`config.mk`:
```
export PLATFORM = sky130hd
export DESIGN_NAME = apb_rr_scheduler
export DESIGN_NICKNAME = d
export VERILOG_FILES = /design/src/rtl/apb_sched_pkg.sv /design/src/rtl/rr_arbiter.sv /design/src/rtl/apb_rr_scheduler.sv
export SDC_FILE = /design/constraint.sdc
export NUM_CORES = 1
export LEC_CHECK = 0
export CORE_AREA = 2 2 157 159
export CTS_BUF_LIST = sky130_fd_sc_hd__clkbuf_2 sky130_fd_sc_hd__clkbuf_4 sky130_fd_sc_hd__clkbuf_8
export DETAILED_ROUTE_END_ITERATION = 10
export DIE_AREA = 0 0 159 161
export GPL_ROUTABILITY_DRIVEN = 1
export HOLD_SLACK_MARGIN = 0.08
export PLACE_DENSITY = 0.66
export SYNTH_ARGS = -nofsm -noshare
export SYNTH_HDL_FRONTEND = slang
export SYNTH_SLANG_ARGS = --single-unit
export TNS_END_PERCENT = 100
```
`constraint.sdc`:
```
create_clock -name clk -period 7 [get_ports clk]
set_input_delay 1.4 -clock clk [delete_from_list [all_inputs] [get_ports clk]]
set_output_delay 1.4 -clock clk [all_outputs]
set_load 0.02 [all_outputs]
```
`src/rtl/apb_sched_pkg.sv`:
```
// Shared types for the APB round-robin scheduler.
//   state_e : scheduler FSM states (2-bit encoding)
//   idx_w() : width of a requester index, never less than one bit
package apb_sched_pkg;

    typedef enum logic [1:0] {
        S_IDLE = 2'd0,
        S_BUSY = 2'd1,
        S_RESP = 2'd2
    } state_e;

    function automatic int idx_w(input int n);
        return (n > 1) ? $clog2(n) : 1;
    endfunction

endpackage

```
`src/rtl/rr_arbiter.sv`:
```
// Combinational round-robin arbiter.
//   req     : request vector
//   last    : index of the previous winner; search starts one above it
//   gnt     : one-hot grant (zero when no request)
//   gnt_idx : binary index of the winner (zero when no request)
//   any_req : at least one request is asserted
module rr_arbiter
    import apb_sched_pkg::*;
#(
    parameter int N_REQ = 4,
    localparam int IDX_W = idx_w(N_REQ)
) (
    input  logic [N_REQ-1:0] req,
    input  logic [IDX_W-1:0] last,
    output logic [N_REQ-1:0] gnt,
    output logic [IDX_W-1:0] gnt_idx,
    output logic             any_req
);
    // One spare bit so start + offset (at most 2*N_REQ-2) cannot overflow.
    localparam int CW = IDX_W + 1;
    localparam logic [N_REQ-1:0] ONE = {{(N_REQ-1){1'b0}}, 1'b1};

    logic [CW-1:0]    start;
    logic [CW-1:0]    sum;
    logic [N_REQ-1:0] rot;
    logic             found;

    always_comb begin
        start   = CW'(last) + CW'(1);
        if (start == CW'(N_REQ)) start = '0;
        // Rotate so bit 0 is the highest-priority requester this round.
        rot     = N_REQ'({req, req} >> start);
        found   = 1'b0;
        sum     = '0;
        gnt_idx = '0;
        for (int j = 0; j < N_REQ; j++) begin
            if (!found && rot[j]) begin
                found = 1'b1;
                sum   = start + CW'(j);
                if (sum >= CW'(N_REQ)) sum = sum - CW'(N_REQ);
                gnt_idx = IDX_W'(sum);
            end
        end
        any_req = |req;
        gnt     = any_req ? (ONE << gnt_idx) : '0;
    end

endmodule

```
`src/rtl/apb_rr_scheduler.sv`:
```
// Round-robin front end sharing one APB transfer sequencer between N_REQ
// bus masters. The winner's command is latched into ctrl_*, the sequencer
// is driven through ctrl_req/ctrl_done, and read data plus a one-cycle
// ack are returned to the winner.
//   req_i/write_i/addr_i/wdata_i : per-requester commands (flattened buses)
//   ack_o, rdata_o               : completion pulse and read data
//   grant_id_o, busy_o           : current/last winner, transfer in flight
//   ctrl_*                       : sequencer handshake and latched command
module apb_rr_scheduler
    import apb_sched_pkg::*;
#(
    parameter int N_REQ  = 4,
    parameter int ADDR_W = 32,
    parameter int DATA_W = 32
) (
    input  logic                     clk,
    input  logic                     reset,
    input  logic [N_REQ-1:0]         req_i,
    input  logic [N_REQ-1:0]         write_i,
    input  logic [N_REQ*ADDR_W-1:0]  addr_i,
    input  logic [N_REQ*DATA_W-1:0]  wdata_i,
    output logic [N_REQ-1:0]         ack_o,
    output logic [DATA_W-1:0]        rdata_o,
    output logic [$clog2(N_REQ)-1:0] grant_id_o,
    output logic                     busy_o,
    output logic                     ctrl_req,
    output logic                     ctrl_write,
    output logic [ADDR_W-1:0]        ctrl_addr,
    output logic [DATA_W-1:0]        ctrl_wdata,
    input  logic                     ctrl_done,
    input  logic [DATA_W-1:0]        ctrl_rdata
);
    localparam int IDX_W = idx_w(N_REQ);
    localparam logic [N_REQ-1:0] ONE = {{(N_REQ-1){1'b0}}, 1'b1};
    localparam logic [IDX_W-1:0] LAST_RST = IDX_W'(N_REQ - 1);

    state_e              state_q, state_d;
    logic [IDX_W-1:0]    last_q, last_d;
    logic [IDX_W-1:0]    gid_q, gid_d;
    logic [ADDR_W-1:0]   addr_q, addr_d;
    logic [DATA_W-1:0]   wdata_q, wdata_d;
    logic                write_q, write_d;
    logic [DATA_W-1:0]   rdata_q, rdata_d;

    logic [N_REQ-1:0]    arb_gnt;
    logic [IDX_W-1:0]    arb_idx;
    logic                arb_any;
    logic [ADDR_W-1:0]   sel_addr;
    logic [DATA_W-1:0]   sel_wdata;
    logic                sel_write;

    rr_arbiter #(.N_REQ(N_REQ)) u_arb (
        .req     (req_i),
        .last    (last_q),
        .gnt     (arb_gnt),
        .gnt_idx (arb_idx),
        .any_req (arb_any)
    );

    // One-hot select of the winner's command.
    always_comb begin
        sel_addr  = '0;
        sel_wdata = '0;
        for (int k = 0; k < N_REQ; k++) begin
            if (arb_gnt[k]) begin
                sel_addr  = addr_i[k*ADDR_W +: ADDR_W];
                sel_wdata = wdata_i[k*DATA_W +: DATA_W];
            end
        end
        sel_write = |(write_i & arb_gnt);
    end

    always_comb begin
        state_d = state_q;
        last_d  = last_q;
        gid_d   = gid_q;
        addr_d  = addr_q;
        wdata_d = wdata_q;
        write_d = write_q;
        rdata_d = rdata_q;
        case (state_q)
            S_IDLE: begin
                if (arb_any) begin
                    addr_d  = sel_addr;
                    wdata_d = sel_wdata;
                    write_d = sel_write;
                    gid_d   = arb_idx;
                    last_d  = arb_idx;
                    state_d = S_BUSY;
                end
            end
            S_BUSY: begin
                if (ctrl_done) begin
                    rdata_d = ctrl_rdata;
                    state_d = S_RESP;
                end
            end
            S_RESP:  state_d = S_IDLE;
            default: state_d = S_IDLE;
        endcase
    end

    always_ff @(posedge clk or posedge reset) begin
        if (reset) begin
            state_q <= S_IDLE;
            last_q  <= LAST_RST;
            gid_q   <= '0;
            addr_q  <= '0;
            wdata_q <= '0;
            write_q <= 1'b0;
            rdata_q <= '0;
        end else begin
            state_q <= state_d;
            last_q  <= last_d;
            gid_q   <= gid_d;
            addr_q  <= addr_d;
            wdata_q <= wdata_d;
            write_q <= write_d;
            rdata_q <= rdata_d;
        end
    end

    // ctrl_req drops in the done cycle so the sequencer goes idle instead
    // of launching an unrequested back-to-back transfer.
    always_comb begin
        ctrl_req   = (state_q == S_BUSY) && !ctrl_done;
        ack_o      = (state_q == S_RESP) ? (ONE << gid_q) : '0;
        busy_o     = (state_q != S_IDLE);
        grant_id_o = gid_q;
        rdata_o    = rdata_q;
        ctrl_addr  = addr_q;
        ctrl_wdata = wdata_q;
        ctrl_write = write_q;
    end

endmodule
```
==> metrics.csv <==
metric,value,unit
outcome,finished clean,
p_switching,0.002244,W
hp-class,reg2reg,
drive_gt1_share,4.734,%
remaining_drc_errors,0,
drt_iter0_markers,518,
viasPerCell,5.146,
hold_buffers,0,
hp-start,rdata_o[18],
die_h,161,um
clock_skew,22.76,ps
cp.arrival,4730,ps
leakagePower,4.450,nW
netSwitchingFraction,47.31,%
max_freq,226.8,MHz
setup_slack,2591,ps
root_buffer,clkbuf_8,
setup_viol,0,
r2r-start,last_q[0],
cts-resized-gates,0,
slew_headroom,31.74,%
area_delta_synth_final,76.60,%
initial_core_util,24.66,%
hpwlAfterDp,19340,um
path_max_fanout,35,
io_buffers,403,
power.share.clock,8.1,%
grt_pass1_vias,7038,
fin_crit,4409,ps
max-cap-violations,0,
io_pins,404,
gp_congestion,0.8186,
ir_drop,0.2856,mV
wl,27580,um
intPower,0.002499,W
dieArea,0.02560,mm^2
yosys_warnings,0,
cp.required,7320,ps
nFillCells,2398,
design.core.area,0.02396,mm^2
start_kind,input port,
pre_cts_ws,2193,ps
multi_input_area,0.003120,mm^2
cts_tree,built,
cp-end-kind,flip-flop,
cts_setup_buffers,0,
synth_seq_area_share,43.67,%
period_share,62.99,%
grt_pass1_wl,41480,um
cts_max_level,3,
crit_start,req_i[3],
synthCells,650,
grt_start_max_net_pins,72,
seq_area,0.002580,mm^2
final_antenna_net_count,0,
powerDensity,454.5,mW/mm^2
synth_cell_types,39,
clk_pin_slew_worst_paths,110,ps
worstMarginPinSlew,1023,ps
track_usage,20.73,%
antenna_found_initial,1,
clock_sinks,103,
ys_ff_latch,103,
syn_area_per_cell,9.089,um^2
p_comb_share,69.2,%
rsz0062_at_grt,no,
gr-total-overflow,0,
synth_area,0.005908,mm^2
clock_latency,380,ps
vias,6891,
total_power,0.004742,W
fin_nets,1309,
tns,0,ps
cts_max_path_buffers,2,
pwr-share-seq,22.7,%
path_class,in2reg,
drt-wirelength-per-cell,20.59,um
rows,57,
drt_pass1_iterations,6,
cts_made_buffers,9,
die_w,159,um
slew_violations,0,
syn_nets,950,
hold_viol,0,
[state kept, by name (all words and copies together) (netlist names)]
| signal | count |
|---|---|
| ctrl_write | 1 |
| grant_id_o | 2 |
| last_q | 2 |
| ctrl_wdata | 32 |
| rdata_o | 32 |
| state_q | 2 |
| ctrl_addr | 32 |
[power groups by stage]
stage,sequential (W),combinational (W),clock (W)
after floorplan,0.00138,0.00169,0
after global placement,0.00108,0.00328,0
after detailed placement,0.00108,0.00332,0
after CTS,0.00108,0.00331,0.000411
after global routing,0.00111,0.00351,0.000436
final,0.00108,0.00328,0.000386
[layout by cell type (no fill, tap or decap), types with 2 or more instances in the layout]
cell type and count:
clkbuf_8 10, dfstp_2 2, a221o_1 129, nand2b_1 2, a21oi_1 3, nor4bb_1 2, buf_4 12, o21ai_0 3
clkinvlp_4 2, dfrtp_1 101, nand2_1 103, and3_1 65, nor2_4 2, clkdlybuf4s50_1 403, a22o_1 2, nor2b_1 2
a221oi_1 2, nor3_1 67, nor2_1 69, or2_2 4, inv_6 3, inv_1 2
[layer usage]
| layer | wire length [um] | part of all wire, % | GRT usage [%] | vias to the layer above |
|---|---|---|---|---|
| met5 | 0 | 0 | 0 | - |
| met1 | 11280 | 41 | 25.74 | 3321 |
| met4 | 546 | 2.0 | 5.496 | 0 |
| li1 | - | - | - | 3197 |
| met3 | 2141 | 7.8 | 5.804 | 34 |
| met2 | 13610 | 49 | 35.51 | 339 |
[through the flow]
| stage | cell area [um^2] | hold WS (ps) | utilization, % | std cells |
|---|---|---|---|---|
| floorplan | 5908 | 460.4 | - | 650 |
| global placement | 10240 | 457.7 | 42.75 | 1322 |
| global route | 10430 | 505.3 | 43.53 | 1338 |
| detailed placement | 10240 | 460.8 | 42.75 | 1322 |
| CTS | 10430 | 484.9 | 43.53 | 1338 |
| finish | 10430 | 481.0 | 43.54 | 1339 |
[cell usage after synthesis]
cell,instances,area [um^2]
nor2_1,71,266.5
a211o_1,1,8.760
o21ai_0,3,15.01
buf_2,13,65.06
or3_1,1,6.260
buf_1,5,18.77
nor3b_2,1,12.51
nand2_1,104,390.4
and4b_1,1,10.01
nand3b_1,1,7.510
o311ai_1,1,8.760
nor3b_1,1,7.510
nor3_2,1,10.01
a311oi_2,1,15.01
o21bai_1,1,7.510
clkbuf_1,49,183.9
and3b_2,1,10.01
nor4b_1,1,8.760
a221oi_1,2,17.52
a2111oi_4,1,27.53
a21boi_2,1,11.26
nor2b_1,2,12.51
inv_1,3,11.26
nor3_1,67,335.3
o31ai_4,1,21.27
ha_1,1,12.51
a311o_2,1,11.26
dfstp_2,2,52.55
dfrtp_1,101,2527
a21oi_1,4,20.02
o21a_1,1,7.510
nor4bb_1,2,20.02
or2_2,4,25.02
a221o_1,129,1291
and3_1,65,406.6
a21boi_0,1,7.510
a21boi_1,1,7.510
a22o_1,2,17.52
nand2b_1,2,12.51
[kinds of logic after synthesis]
group | Yosys count | synth area share [%]
flip-flops | 103 | 43.67
AND/OR/NAND/NOR | 325 | 26.09
AO/OA/AOI/OAI | 151 | 25.31
adder cells (fa/ha/maj) | 1 | 0.2117
buffers and inverters | 70 | 4.723
[area by class of cell]
| class | count | area share, % |
|---|---|---|
| repair buffers | 415 | 39.53 |
| multi-input cells | 477 | 29.91 |
| flip-flops and latches | 103 | 24.73 |
| well taps | 324 | 3.885 |
| clock buffers | 10 | 1.319 |
| clock inverters | 6 | 0.4797 |
| inverters | 3 | 0.1319 |
| diodes | 1 | 0.02398 |
[final timing paths]
| kind | depth (start not counted) | slack, ps | end |
|---|---|---|---|
| max | 9 | 2590 | ctrl_wdata[25] |
| min | 2 | 480 | rdata_o[18] |
| max reg2reg | 9 | 3120 | ctrl_wdata[25] |
| min reg2reg | 2 | 480 | rdata_o[18] |
| max in group asynchronous | 3 | 4270 | rdata_o[18] |
| min in group asynchronous | 2 | 1450 | rdata_o[8] |
[critical path: stages]
cell,delay [ps]
clkdlybuf4s50_1,580
and3b_2,300
a2111oi_4,460
a311oi_4,60
buf_4,290
nor2_4,780
buf_4,500
a221o_1,190
a221o_1,140
No activity file was read; power rests on OpenSTA's default activity.
